[src/rtl/if_stage.sv]
// if_stage: instruction fetch stage with a prefetch queue.
//
// Issues one instruction-memory request at a time, but only while the
// prefetch FIFO has room for the returned word. Each fetched word is
// buffered with its PC and offered to the decoder through a valid/ready
// pair. A jump flushes the queue and restarts fetch at the jump target.
// A request that is still outstanding when a jump arrives cannot be
// withdrawn. The stage waits in DROP until that request is acknowledged
// and discards the returned word.
//
// Ports:
//   clk          clock, rising edge
//   reset        asynchronous active-low reset
//   jump         redirect request
//   jump_target  redirect byte address (bits [1:0] ignored)
//   imem_req     registered memory request
//   imem_addr    registered request address, stable while imem_req is high
//   imem_ack     memory acknowledge
//   imem_rdata   instruction word, valid with imem_ack
//   instr_valid  FIFO head valid
//   instr        FIFO head instruction (0 when empty)
//   pc_out       FIFO head PC (0 when empty)
//   instr_ready  decoder accepts head
module if_stage #(
  parameter int unsigned DEPTH    = 4,
  parameter logic [31:0] RESET_PC = 32'h0000_0000
) (
  input  logic        clk,
  input  logic        reset,
  input  logic        jump,
  input  logic [31:0] jump_target,
  output logic        imem_req,
  output logic [31:0] imem_addr,
  input  logic        imem_ack,
  input  logic [31:0] imem_rdata,
  output logic        instr_valid,
  output logic [31:0] instr,
  output logic [31:0] pc_out,
  input  logic        instr_ready
);

  localparam int unsigned PW = $clog2(DEPTH);
  localparam int unsigned CW = PW + 1;
  localparam logic [CW-1:0] FULL = CW'(DEPTH);

  typedef enum logic [1:0] {
    IDLE,
    REQ,
    DROP
  } state_t;

  state_t        state_q, state_d;
  logic [31:0]   fetch_pc_q, fetch_pc_d;
  logic [31:0]   addr_q, addr_d;
  logic [PW-1:0] rd_q, rd_d, wr_q, wr_d;
  logic [CW-1:0] cnt_q, cnt_d;
  logic [31:0]   mem_pc_q  [DEPTH];
  logic [31:0]   mem_ins_q [DEPTH];
  logic          push, pop;
  logic [31:0]   target_aligned;
  logic          unused_target_lsbs;

  assign target_aligned     = {jump_target[31:2], 2'b00};
  assign unused_target_lsbs = ^jump_target[1:0];

  always_comb begin
    state_d    = state_q;
    fetch_pc_d = fetch_pc_q;
    rd_d       = rd_q;
    wr_d       = wr_q;
    cnt_d      = cnt_q;
    push       = 1'b0;
    pop        = 1'b0;

    if (jump) begin
      rd_d       = '0;
      wr_d       = '0;
      cnt_d      = '0;
      fetch_pc_d = target_aligned;
      // An unacknowledged request cannot be withdrawn, so its response must be drained first.
      if ((state_q == REQ || state_q == DROP) && !imem_ack) begin
        state_d = DROP;
      end else begin
        state_d = REQ;
      end
    end else begin
      pop  = instr_valid && instr_ready;
      push = (state_q == REQ) && imem_ack;
      if (push) begin
        wr_d       = wr_q + PW'(1);
        fetch_pc_d = fetch_pc_q + 32'd4;
      end
      if (pop) begin
        rd_d = rd_q + PW'(1);
      end
      case ({push, pop})
        2'b10:   cnt_d = cnt_q + CW'(1);
        2'b01:   cnt_d = cnt_q - CW'(1);
        default: cnt_d = cnt_q;
      endcase
      case (state_q)
        IDLE: if (cnt_q < FULL) state_d = REQ;
        REQ:  if (imem_ack) state_d = (cnt_d < FULL) ? REQ : IDLE;
        DROP: if (imem_ack) state_d = REQ;
        default: state_d = IDLE;
      endcase
    end

    // The bus address follows fetch_pc except while the stale request is being drained.
    addr_d = (state_d == DROP) ? addr_q : fetch_pc_d;
  end

  always_ff @(posedge clk or negedge reset) begin
    if (!reset) begin
      state_q    <= IDLE;
      fetch_pc_q <= RESET_PC;
      addr_q     <= RESET_PC;
      rd_q       <= '0;
      wr_q       <= '0;
      cnt_q      <= '0;
    end else begin
      state_q    <= state_d;
      fetch_pc_q <= fetch_pc_d;
      addr_q     <= addr_d;
      rd_q       <= rd_d;
      wr_q       <= wr_d;
      cnt_q      <= cnt_d;
    end
  end

  // FIFO storage needs no reset; the head is masked whenever count is 0.
  always_ff @(posedge clk) begin
    if (push) begin
      mem_pc_q[wr_q]  <= fetch_pc_q;
      mem_ins_q[wr_q] <= imem_rdata;
    end
  end

  assign imem_req    = (state_q != IDLE);
  assign imem_addr   = addr_q;
  assign instr_valid = (cnt_q != '0);
  assign instr       = instr_valid ? mem_ins_q[rd_q] : '0;
  assign pc_out      = instr_valid ? mem_pc_q[rd_q]  : '0;

endmodule

[config.mk]
export PLATFORM = sky130hd
export DESIGN_NAME = if_stage
export DESIGN_NICKNAME = d
export VERILOG_FILES = /design/src/rtl/if_stage.sv
export SDC_FILE = /design/constraint.sdc
export NUM_CORES = 1
export LEC_CHECK = 0
export ABC_AREA = 1
export CORE_ASPECT_RATIO = 1.75
export CORE_MARGIN = 5
export CORE_UTILIZATION = 60
export DETAILED_ROUTE_END_ITERATION = 7
export PLACE_DENSITY_LB_ADDON = 0.15
export SETUP_SLACK_MARGIN = 0.5
export SYNTH_ARGS = -nofsm -noshare
export SYNTH_HDL_FRONTEND = slang
export SYNTH_SLANG_ARGS = --single-unit
[constraint.sdc]
create_clock -name clk -period 6.93 [get_ports clk]
set_clock_uncertainty 0.2 [all_clocks]
set_input_delay 1.386 -clock clk [delete_from_list [all_inputs] [get_ports clk]]
set_output_delay 1.386 -clock clk [all_outputs]
set_load 0.005 [all_outputs]
Word level (Yosys, flattened, before mapping)

Memories as Yosys holds them, arrays and structs flattened.
Cells that the tools add are included.

Register bits after elaboration: 73
RAM bits: 256
Input port bits: 69
Output and inout bits: 98
Memories kept: 2

Add/sub/neg operators: 5
$lt $le $gt $ge: 2
Eq/ne operators: 5
Muxes and demuxes: 21
Reductions and logical operators: 10

Memory list:

| memory    | words | width | read ports | clocked after Yosys merged registers in | write ports | RTL line | text |
|---|---|---|---|---|---|---|---|
| mem_ins_q | 4     | 32    | 1          | 0                                       | 1           | 58       | `logic [31:0] mem_ins_q [DEPTH];` |
| mem_pc_q  | 4     | 32    | 1          | 0                                       | 1           | 57       | `logic [31:0] mem_pc_q [DEPTH];` |

Operator list:

| operator              | number |
|---|---|
| $mux 32               | 4 |
| $add 32x3->32 const B | 1 |
| $mux 2                | 9 |
| $eq 2x2->1 const B    | 3 |
| $lt 3x3->1 const B    | 2 |
| $mux 3                | 2 |
| $pmux 2 s3            | 1 |
| $pmux 3 s2            | 1 |
| $reduce_bool 2->1     | 3 |
| $add 2x1->2 const B   | 2 |
| $eq 2x1->1 const B    | 2 |
| $mux 1                | 4 |
| $add 3x1->3 const B   | 1 |
| $logic_and 1x1->1     | 3 |
| $reduce_bool 3->1     | 1 |
| $sub 3x1->3 const B   | 1 |
| $logic_not 2->1       | 1 |
| $logic_not 1->1       | 1 |
| $logic_or 1x1->1      | 1 |

Longest topological paths before layout

Depth after elaboration: 11
Depth in mapped cells: 20
Mapped depth without buffers: 19

Worst setup path after synthesis

OpenSTA, ideal clock, no wires.

Path kind: input to register
Start: in jump
End: mem mem_ins_q[0][0] (enable)
Arrival: 4523 ps
Slack: 1721 ps
Cell stages on the path: 4
Buffers on the path: 1
Cells stage by stage: clkbuf_1 -> nor2_1 -> inv_1 -> nor2_1

Word-level cells in the longest chain between the ends: 3

Ends and longest elaborated chain:

| what                         | RTL line | text |
|---|---|---|
| start, declared              | 30       | `input logic jump,` |
| $mux 1                       | 75       | `if (jump) begin` |
| $mux 1                       | 133      | `if (push) begin` |
| $mux 1 (implied by the code) | 135      | `mem_ins_q[wr_q] <= imem_rdata;` |
| end, declared                | 58       |  |

Every way passes these cells.

Final worst setup path

Start: reg rd_q[0]
End: out pc_out[11]

Word-level cells in the longest chain between the ends: 2

Ends and longest elaborated chain:

| what                   | RTL line | text |
|---|---|---|
| start, declared        | 55       | `logic [PW-1:0] rd_q, rd_d, wr_q, wr_d;` |
| start signal, assigned | 125      | `rd_q <= rd_d;` |
| $mem_v2 4x32           | --       |  |
| $mux 32                | 143      | `assign pc_out = instr_valid ? mem_pc_q[rd_q] : '0;` |
| end, declared          | 38       | `output logic [31:0] pc_out,` |

Every way passes these cells.

==> impl_results.md <==
* Largest net degree at the start of global routing at 81
* Post-Syn Area at 14000 um^2
* Max Clock Freq at 187 MHz
* Worst-path clk slew at 0.07 ns
* DRT Wirelength at 30900 um
* Port Buffer Count at 164
* CTS root buffer: clkbuf_16
* DRT Pass-1 Iters at 7
* Ys flop type: edfxtp_1
* Crit path DAT at 3.76 ns
* Worst setup margin at 1.59 ns
* Rows at 74
* Crit start category: flop
* Final TNS setup at 0 ns
* Worst-Skew Late Latency at 0.54 ns
* DRC at 0
* Post-CTS Setup Bufs at 0
* EDFF count, synth at 256
* RSZ-0062 raised after global routing: false
* Clock power frac at 28.1%
* Layout Nets at 1521
* Wire length per cell at 17.5 um
* Worst slew pin tran at 1.10 ns
* I/O pins at 167
* TritonCTS clock tree: done
* Worst Path Max Fanout at 80
* Starting Density at 60.4%
* CTS buffer count at 28
* Area share of the largest cell type after synthesis at 55.0%
* Hold/Removal Path Class: flop to flop
* Seq pwr share at 43.8%
* Die Wd at 125 um
* Max capacitance violation total at 0
* Antenna-violating nets left at 0
* Sink Count at 329
* Grt ovf at 0
* Share of cells above drive strength 1 at 7.46%
* Setup Crit Path Kind: flop to output pin
* Slew Limit Fails at 0
* Cells after Synth at 1297
* Fill count at 1649
* Status: complete, no violations
* Die ar. at 26600 um^2
* Via count at 9822
* Endpoint class of the critical path: output pin
* Fin crit period at 5.34 ns
* Synth-to-layout area growth at 20.2%
* P_int at 3.87 mW
* Final Wtd Congestion at 0.871
* Synth warnings at 0
* Vias/cell at 5.56
* CP Data Required Time at 5.34 ns
* FFs w/ async S/R, synth at 22.2%
* Yosys cell types at 37
* Mean post-synth cell area at 10.8 um^2
* Initial antenna violation count at 0
* GRT Total Usage at 22.9%
* Number of global-route vias before repair at 9773
* Crit share post-route at 77.1%
* Hold Vio Cnt, Final at 0
* First-pass GRT wire length at 48800 um
* Power per cell area at 331 nW/um^2
* Detailed Route Iter0 Violations at 536
* Switching Share at 30.5%
* Switching power at 1.69 mW
* Leak Pwr at 6.36 nW
* Hold Path Stages at 2
* Cts repair resizes at 0
* Hold_buf cts at 0
* Slew headroom at 26.2%
* Setup WS pre-CTS at 2.10 ns
* Worst Reg2Reg Path Length in Cells at 20
* N_diodes at 0
* Tot Pwr at 5.56 mW
* Die height at 212 um
* CTS Buffer Depth at 3
* Post-synth top area cell: edfxtp_1
* FF/Latch Area at 9520 um^2
* Sequential cell area fraction in the yosys report at 68.0%
* IR drop worst, VDD at 0.000385 V
* Dominant cells by area after synthesis: edfxtp_1 55%, dfrtp_1 13%, nor2_1 8.1%
* Hpwl dp at 18700 um
* H-tree Lvls at 1
* Endpoints failing setup at 0
* Logic gate share of total power at 28.1%
* Synth Net Count at 1379
* Core footprint at 23100 um^2
* Yosys reg bits at 329
* Multi-input gate area at 4060 um^2
==> per-layer routing <==
metal  wire length (um)  GRT usage (%)  up-vias
met5                  0              0        -
met4               1020           8.76        0
met3               1530           2.70       53
met2              16600           42.8      315
met1              11800           26.9     4728
li1                   -              -     4726
==> critical path, cell delays in order (launching register included) <==
cell and delay, ns:
dfrtp_4 0.71, inv_2 0.66, buf_4 0.71, o21ai_0 0.22, a21oi_1 0.31, clkdlybuf4s50_1 0.57
==> metrics by stage <==
stage | cells | util, % | instance area (um^2) | hold WS, ns
after floorplan | 1297 | - | 14000 | 0.276
after global placement | 1713 | 68.6 | 15900 | 0.306
after detailed placement | 1713 | 68.6 | 15900 | 0.309
after CTS | 1765 | 72.6 | 16800 | 0.336
after global routing | 1765 | 72.6 | 16800 | 0.361
final | 1765 | 72.6 | 16800 | 0.334
==> final cells by class <==
type	count	share of cell area, %
clock buffer	35	4.53
clock inverter	17	1.01
inverter	43	0.960
multi-input combinational	857	24.2
sequential	329	56.6
tap	304	2.26
timing repair buffer	180	10.4
==> path summary, 6_finish.rpt <==
path	start	to	slack, ns
setup / recovery	rd_q[0]$_DFFE_PN0P_	pc_out[11]	1.59
hold / removal	imem_addr[28]$_DFFE_PN0P_	imem_addr[28]$_DFFE_PN0P_	0.33
setup reg to reg	cnt_q[1]$_DFFE_PN0P_	imem_addr[3]$_DFFE_PN0P_	2.95
hold reg to reg	imem_addr[28]$_DFFE_PN0P_	imem_addr[28]$_DFFE_PN0P_	0.33
max in group asynchronous	reset	rd_q[0]$_DFFE_PN0P_	4.87
min in group asynchronous	reset	imem_addr[6]$_DFFE_PN0P_	0.54
==> placed cells by master, fill, tap and decap left out, types with 2 or more instances in the layout <==
master	instances
nor2_4	10
nand2_2	4
inv_4	2
clkbuf_16	29
o21ai_1	6
o21ai_2	3
o21ai_0	137
nand2_1	210
inv_2	5
nor3_2	2
inv_1	38
dfrtp_1	71
edfxtp_1	256
ha_1	13
clkbuf_2	2
nand4_1	38
nand3_1	28
xnor2_1	3
clkinv_2	7
nor3_1	5
nand2_4	6
nor2_2	3
nor2_8	2
clkinv_1	2
a21oi_1	67
buf_4	16
o21bai_1	2
nand3_2	5
clkbuf_1	3
nor2_1	296
clkinv_4	2
bufinv_16	3
clkdlybuf4s50_1	163
xor2_1	8
==> cells by family after synthesis <==
kind of cell	synth area share, %
DFF	68.0
AOI/OAI and AO/OA	8.06
buffers and inverters	3.19
and+or+nand+nor	18.9
xor gates and xnor gates	0.689
adders and majority gates	1.16
==> sequential cells by signal, indices dropped and copies added (netlist names) <==
name and flops:
mem_ins_q 128, mem_pc_q 128, fetch_pc_q 32, imem_addr 32, cnt_q 3, rd_q 2, state_q 2, wr_q 2
==> cells in the mapped netlist (2+ instances only) <==
library cell  number
buf_1             12
nand4_1           38
nand3_2            5
nor2_8             2
o21ai_2            2
buf_4              4
nor2_2             3
nor2_4             6
nor2_1           300
inv_2              4
inv_1             39
nand2_2            4
edfxtp_1         256
ha_1              13
o21bai_1           2
nand2_4            6
xor2_1             8
xnor2_1            3
o21ai_0          137
buf_2             11
o21ai_1            7
a21oi_1           67
dfrtp_1           73
nand2_1          210
clkbuf_1          41
nand3_1           28
nor3_1             6
==> power by group through the flow <==
stage	Sequential (mW)	Clock, mW	Combinational [mW]
finish	2.44	1.56	1.56
global route	2.45	1.66	1.72
CTS	2.43	1.59	1.58
detailed placement	2.47	0	1.57
global placement	2.47	0	1.54
floorplan	2.42	0	0.834
Power figures use the tool's default switching activity.
